### src/rtl/regfile_debug_walker.sv
// Debug-side walker for the RV32I register file: dumps all 32 registers as a
// ready/valid stream, fills x01..x31 with one value, or writes a single register.
module regfile_debug_walker (
    input  logic        clk,
    input  logic        rst,
    input  logic        cmd_valid,
    output logic        cmd_ready,
    input  logic [1:0]  cmd_op,
    input  logic [4:0]  cmd_addr,
    input  logic [31:0] cmd_data,
    output logic        busy,
    output logic        done,
    output logic [4:0]  rf_rd_addr,
    input  logic [31:0] rf_rd_data,
    output logic        rf_wr_ena,
    output logic [4:0]  rf_wr_addr,
    output logic [31:0] rf_wr_data,
    output logic        dump_valid,
    input  logic        dump_ready,
    output logic [4:0]  dump_addr,
    output logic [31:0] dump_data,
    output logic        dump_last,
    output logic [2:0]  dbg_state
);

    // Handshakes: a command transfers on a cycle where cmd_valid && cmd_ready;
    // a dump beat transfers on a cycle where dump_valid && dump_ready. Beat
    // contents are held stable while dump_valid is high and dump_ready is low.
    typedef enum logic [2:0] {
        S_IDLE      = 3'd0,
        S_DUMP_READ = 3'd1,
        S_DUMP_HOLD = 3'd2,
        S_FILL      = 3'd3,
        S_WRITE     = 3'd4,
        S_DONE      = 3'd5
    } state_t;

    state_t      r_state;
    state_t      w_state_next;
    logic [4:0]  r_ptr;
    logic [4:0]  w_ptr_next;
    logic [31:0] r_data_q;
    logic [4:0]  r_addr_q;
    logic        r_dump_valid;
    logic        r_dump_last;
    logic [4:0]  r_dump_addr;
    logic [31:0] r_dump_data;
    logic        w_accept;
    logic        w_wr_ena;
    logic [4:0]  w_wr_addr;
    logic [31:0] w_wr_data;

    always_comb begin
        w_state_next = r_state;
        w_ptr_next   = r_ptr;
        w_accept     = 1'b0;
        w_wr_ena     = 1'b0;
        w_wr_addr    = 5'd0;
        w_wr_data    = 32'd0;
        case (r_state)
            S_IDLE: begin
                if (cmd_valid) begin
                    w_accept = 1'b1;
                    case (cmd_op)
                        2'b00: begin
                            w_ptr_next   = 5'd0;
                            w_state_next = S_DUMP_READ;
                        end
                        2'b01: begin
                            w_ptr_next   = 5'd1;
                            w_state_next = S_FILL;
                        end
                        2'b10:   w_state_next = S_WRITE;
                        default: w_state_next = S_DONE;
                    endcase
                end
            end
            S_DUMP_READ: w_state_next = S_DUMP_HOLD;
            S_DUMP_HOLD: begin
                if (dump_ready) begin
                    if (r_ptr == 5'd31) begin
                        w_state_next = S_DONE;
                    end else begin
                        w_ptr_next   = r_ptr + 5'd1;
                        w_state_next = S_DUMP_READ;
                    end
                end
            end
            S_FILL: begin
                w_wr_ena  = 1'b1;
                w_wr_addr = r_ptr;
                w_wr_data = r_data_q;
                if (r_ptr == 5'd31) begin
                    w_state_next = S_DONE;
                end else begin
                    w_ptr_next = r_ptr + 5'd1;
                end
            end
            S_WRITE: begin
                // x00 is hardwired; the write is dropped but the command still completes.
                if (r_addr_q != 5'd0) begin
                    w_wr_ena  = 1'b1;
                    w_wr_addr = r_addr_q;
                    w_wr_data = r_data_q;
                end
                w_state_next = S_DONE;
            end
            S_DONE:  w_state_next = S_IDLE;
            default: w_state_next = S_IDLE;
        endcase
    end

    always_ff @(posedge clk or posedge rst) begin
        if (rst) begin
            r_state      <= S_IDLE;
            r_ptr        <= 5'd0;
            r_data_q     <= 32'd0;
            r_addr_q     <= 5'd0;
            r_dump_valid <= 1'b0;
            r_dump_last  <= 1'b0;
            r_dump_addr  <= 5'd0;
            r_dump_data  <= 32'd0;
        end else begin
            r_state <= w_state_next;
            r_ptr   <= w_ptr_next;
            if (w_accept) begin
                r_data_q <= cmd_data;
                r_addr_q <= cmd_addr;
            end
            if (r_state == S_DUMP_READ) begin
                r_dump_valid <= 1'b1;
                r_dump_data  <= rf_rd_data;
                r_dump_addr  <= r_ptr;
                r_dump_last  <= (r_ptr == 5'd31);
            end else if (r_state == S_DUMP_HOLD && dump_ready) begin
                r_dump_valid <= 1'b0;
                r_dump_last  <= 1'b0;
            end
        end
    end

    assign cmd_ready  = (r_state == S_IDLE);
    assign busy       = (r_state != S_IDLE);
    assign done       = (r_state == S_DONE);
    assign rf_rd_addr = r_ptr;
    assign rf_wr_ena  = w_wr_ena;
    assign rf_wr_addr = w_wr_addr;
    assign rf_wr_data = w_wr_data;
    assign dump_valid = r_dump_valid;
    assign dump_addr  = r_dump_addr;
    assign dump_data  = r_dump_data;
    assign dump_last  = r_dump_last;
    assign dbg_state  = r_state;

endmodule

### config.mk
export PLATFORM = sky130hd
export DESIGN_NAME = regfile_debug_walker
export DESIGN_NICKNAME = d
export VERILOG_FILES = /design/src/rtl/regfile_debug_walker.sv
export SDC_FILE = /design/constraint.sdc
export NUM_CORES = 1
export LEC_CHECK = 0
export CORE_MARGIN = 3
export CORE_UTILIZATION = 44
export DETAILED_ROUTE_END_ITERATION = 10
export PLACE_DENSITY_LB_ADDON = 0.25
export SETUP_SLACK_MARGIN = 0.4
export SYNTH_ARGS = -nofsm -noshare
export SYNTH_HDL_FRONTEND = slang
export SYNTH_SLANG_ARGS = --single-unit
### constraint.sdc
create_clock -name clk -period 4.7 [get_ports clk]
set_input_delay 1.41 -clock clk [delete_from_list [all_inputs] [get_ports clk]]
set_output_delay 1.41 -clock clk [all_outputs]
set_load 0.005 [all_outputs]
==> flow_summary.yaml <==
sta:
  max_slew_margin: 0.423
  slew_violations: 0
  fin_crit_sh: 0.862
  max_freq_mhz: 247
  period_needed_ns: 4.05
  holdWs_ns: 0.490
  hold_viol: 0
  tightest_slew_ns: 0.866
  setup_tns_ns: 0
  worst_slack_ns: 0.649
  setup_viol: 0
  rsz0062_at_grt: "false"
  fin_skew_ns: 0.0117
synthesis:
  synth-simple-area-share: 0.0509
  syn_inst: 276
  synth_top_cell_area_share: 0.562
  synthesis.area_um2: 3740
  synth_compound_area_frac: 0.110
  async_flop_share: 1.00
  synth_top_family_by_area: "multiplexers"
  synth-edff-count: 0
  yosysTopAreaCell: "dfrtp_1"
  avgSynthCellArea_um2: 13.5
  ys_seq_area_frac: 0.562
  ys_warn_count: 0
  synthFlopType: "dfrtp_1"
  synth_xor_xnor_area_share: 0
  synth-seq-cells: 84
  synth_area_leaders: "dfrtp_1, mux2_2, a21boi_0"
  synth_nets: 353
  synthMuxAreaShare: 0.232
  synth_cell_type_count: 39
  synthAdderAreaFrac: 0.00669
detailed_routing:
  wl_mm: 9.02
  vias: 2790
  viasPerCell: 5.14
  detail_route.drc_violations: 0
  dr.pass1.iters: 4
  drtIter0Drc: 35
  ant_nets: 0
  detail_route.wl_per_cell_um: 16.6
clock_tree:
  cts_buffer_depth: 2
  cts_tree: "done"
  clock_latency_ns: 0.35
  numCtsBuffers: 9
  clock_tree.htree_level_count: 3
  cts_sinks: 84
  clkTransAtPathRegs_ns: 0.08
  ctsRootBufferMaster: "clkbuf_8"
global_route:
  track_usage: 0.190
  grt_pass1_wl_mm: 14.8
  grt_pass1_vias: 2956
  antenna_found_initial: 0
  grt_max_degree: 38
  grt_overflow: 0
power_and_ir_drop:
  p_seq_frac: 0.369
  peakVddDrop_uv: 291
  clkPwrFrac: 0.164
  p_comb_frac: 0.468
  powerDensity_nw_per_um2: 631
  swShare: 0.300
  p_sw_mw: 1.07
  p_int_mw: 2.50
  p_leak_nw: 2.29
  power_mw: 3.57
setup_path:
  crit_fanout: 33
  path_class: "reg2out"
  ff2ff_setup_slack_ns: 2.51
  crit_required_ns: 3.29
  startpoint_type: "flop"
  cp.arrival_ns: 2.64
  worstRegToRegCells: 3
  crit_path_end_kind: "primary output"
status:
  status: "complete, no violations"
placed_design:
  place_area_um2: 5420
  dp.cells: 527
  hpwl_mm: 6.61
  pre_cts_ws_ns: 0.736
  io_buffers: 162
  finalWeightedCongestion: 0.786
floorplanning:
  die_h_um: 98.2
  core_area_um2: 7970
  num_rows: 32
  initial_core_util: 0.469
  dieWidth_um: 98.2
  io_pins: 163
  die_area_um2: 9640
hold_path:
  worstHoldPathCells: 1
  hold_path_class: "reg2reg"
final_layout:
  antenna-diode-count: 0
  nNetsFinal: 513
  nFillCells: 600
  drive_above_1_share: 0.231
  postLayoutCoreUtil: 0.710
  stdcell_count: 543
  fin_area_um2: 5660
  area_growth_pct: 51.3
flow_run:
  cap_violations: 0
[power groups by stage]
stage	clock network [mW]	logic [mW]	registers, mW
finish	0.584	1.67	1.32
global route	0.634	1.81	1.37
detailed placement	0	1.69	1.33
CTS	0.604	1.70	1.32
global placement	0	1.65	1.31
floorplan	0	0.879	1.28
[critical path, cell delays in order (launching register included)]
cell             delay [ns]
dfrtp_1                0.40
or4_1                  0.57
o21ai_4                0.59
a21boi_0               0.22
clkdlybuf4s50_1        0.51
[routing by layer]
| layer | GRT usage | up-vias | routed length (um) |
|---|---|---|---|
| li1 | - | 1314 | - |
| met1 | 0.225 | 1367 | 3680 |
| met2 | 0.317 | 100 | 4400 |
| met3 | 0.0814 | 9 | 819 |
| met4 | 0.0536 | 0 | 110 |
| met5 | 0 | - | 0 |
[path summary, 6_finish.rpt]
| kind | to | start |
|---|---|---|
| worst max register to register | r_addr_q[0] | dbg_state[0] |
| worst max-delay path | rf_wr_data[28] | r_addr_q[0] |
| min in group asynchronous | dump_data[23] | rst |
| worst min-delay path | dump_data[1] | dump_data[1] |
| max in group asynchronous | r_data_q[28] | rst |
| worst min register to register | dump_data[1] | dump_data[1] |
[synthesized netlist by cell type (all sizes together) (2+ instances only)]
cell type,count
a21boi,32
a21oi,5
a22o,4
a31oi,4
and2,2
and3,2
buf,12
clkbuf,6
dfrtp,84
ha,2
inv,6
mux2,75
mux2i,2
nand2,7
nand2b,2
nor2,6
nor2b,3
nor3,3
nor3b,4
o21ai,4
o21ba,2
[flip-flops by register name, summed over array words and instances, names as in the netlist]
register	cells
dbg_state	3
dump_last	1
r_addr_q	5
dump_addr	5
r_data_q	32
dump_valid	1
rf_rd_addr	5
dump_data	32
[cell families (layout without fill, tap and decap cells)]
kind of cell	Yosys count	count (layout)
adder cells (fa/ha/maj)	2	2
AND/OR/NAND/NOR	33	33
multiplexers	77	77
buffers and inverters	24	189
flip-flops	84	84
AO/OA/AOI/OAI	56	56
[cell type report]
class | instances | area [um2] | share of cell area
timing repair buffer | 167 | 1660 | 0.293
tap | 102 | 128 | 0.0226
clock buffer | 10 | 138 | 0.0243
sequential | 84 | 2100 | 0.372
inverter | 6 | 23.8 | 0.00420
multi-input combinational | 168 | 1510 | 0.267
clock inverter | 6 | 93.8 | 0.0166
[repair_timing]
action	CTS	global route
resized for setup	2	0
hold buffers	0	0
setup buffers	0	0
setup endpoints to repair	26	0
[placed cells by master (no fill, tap or decap), types with 2 or more instances in the layout]
cell             instances
a21boi_0                31
mux2i_1                  2
clkbuf_8                10
clkdlybuf4s50_1        162
nand2b_1                 2
mux2_2                  69
a22o_1                   4
nor2_1                   6
a21oi_1                  5
bufinv_16                2
ha_1                     2
inv_1                    5
dfrtp_1                 84
mux2_1                   5
nor3_1                   2
nor3b_2                  2
a31oi_1                  4
nor2b_1                  3
o21ai_0                  3
and3_1                   2
buf_4                    5
nand2_1                  6
nor3b_1                  2
o21ba_2                  2
inv_6                    2
Power figures use the tool's default switching activity.
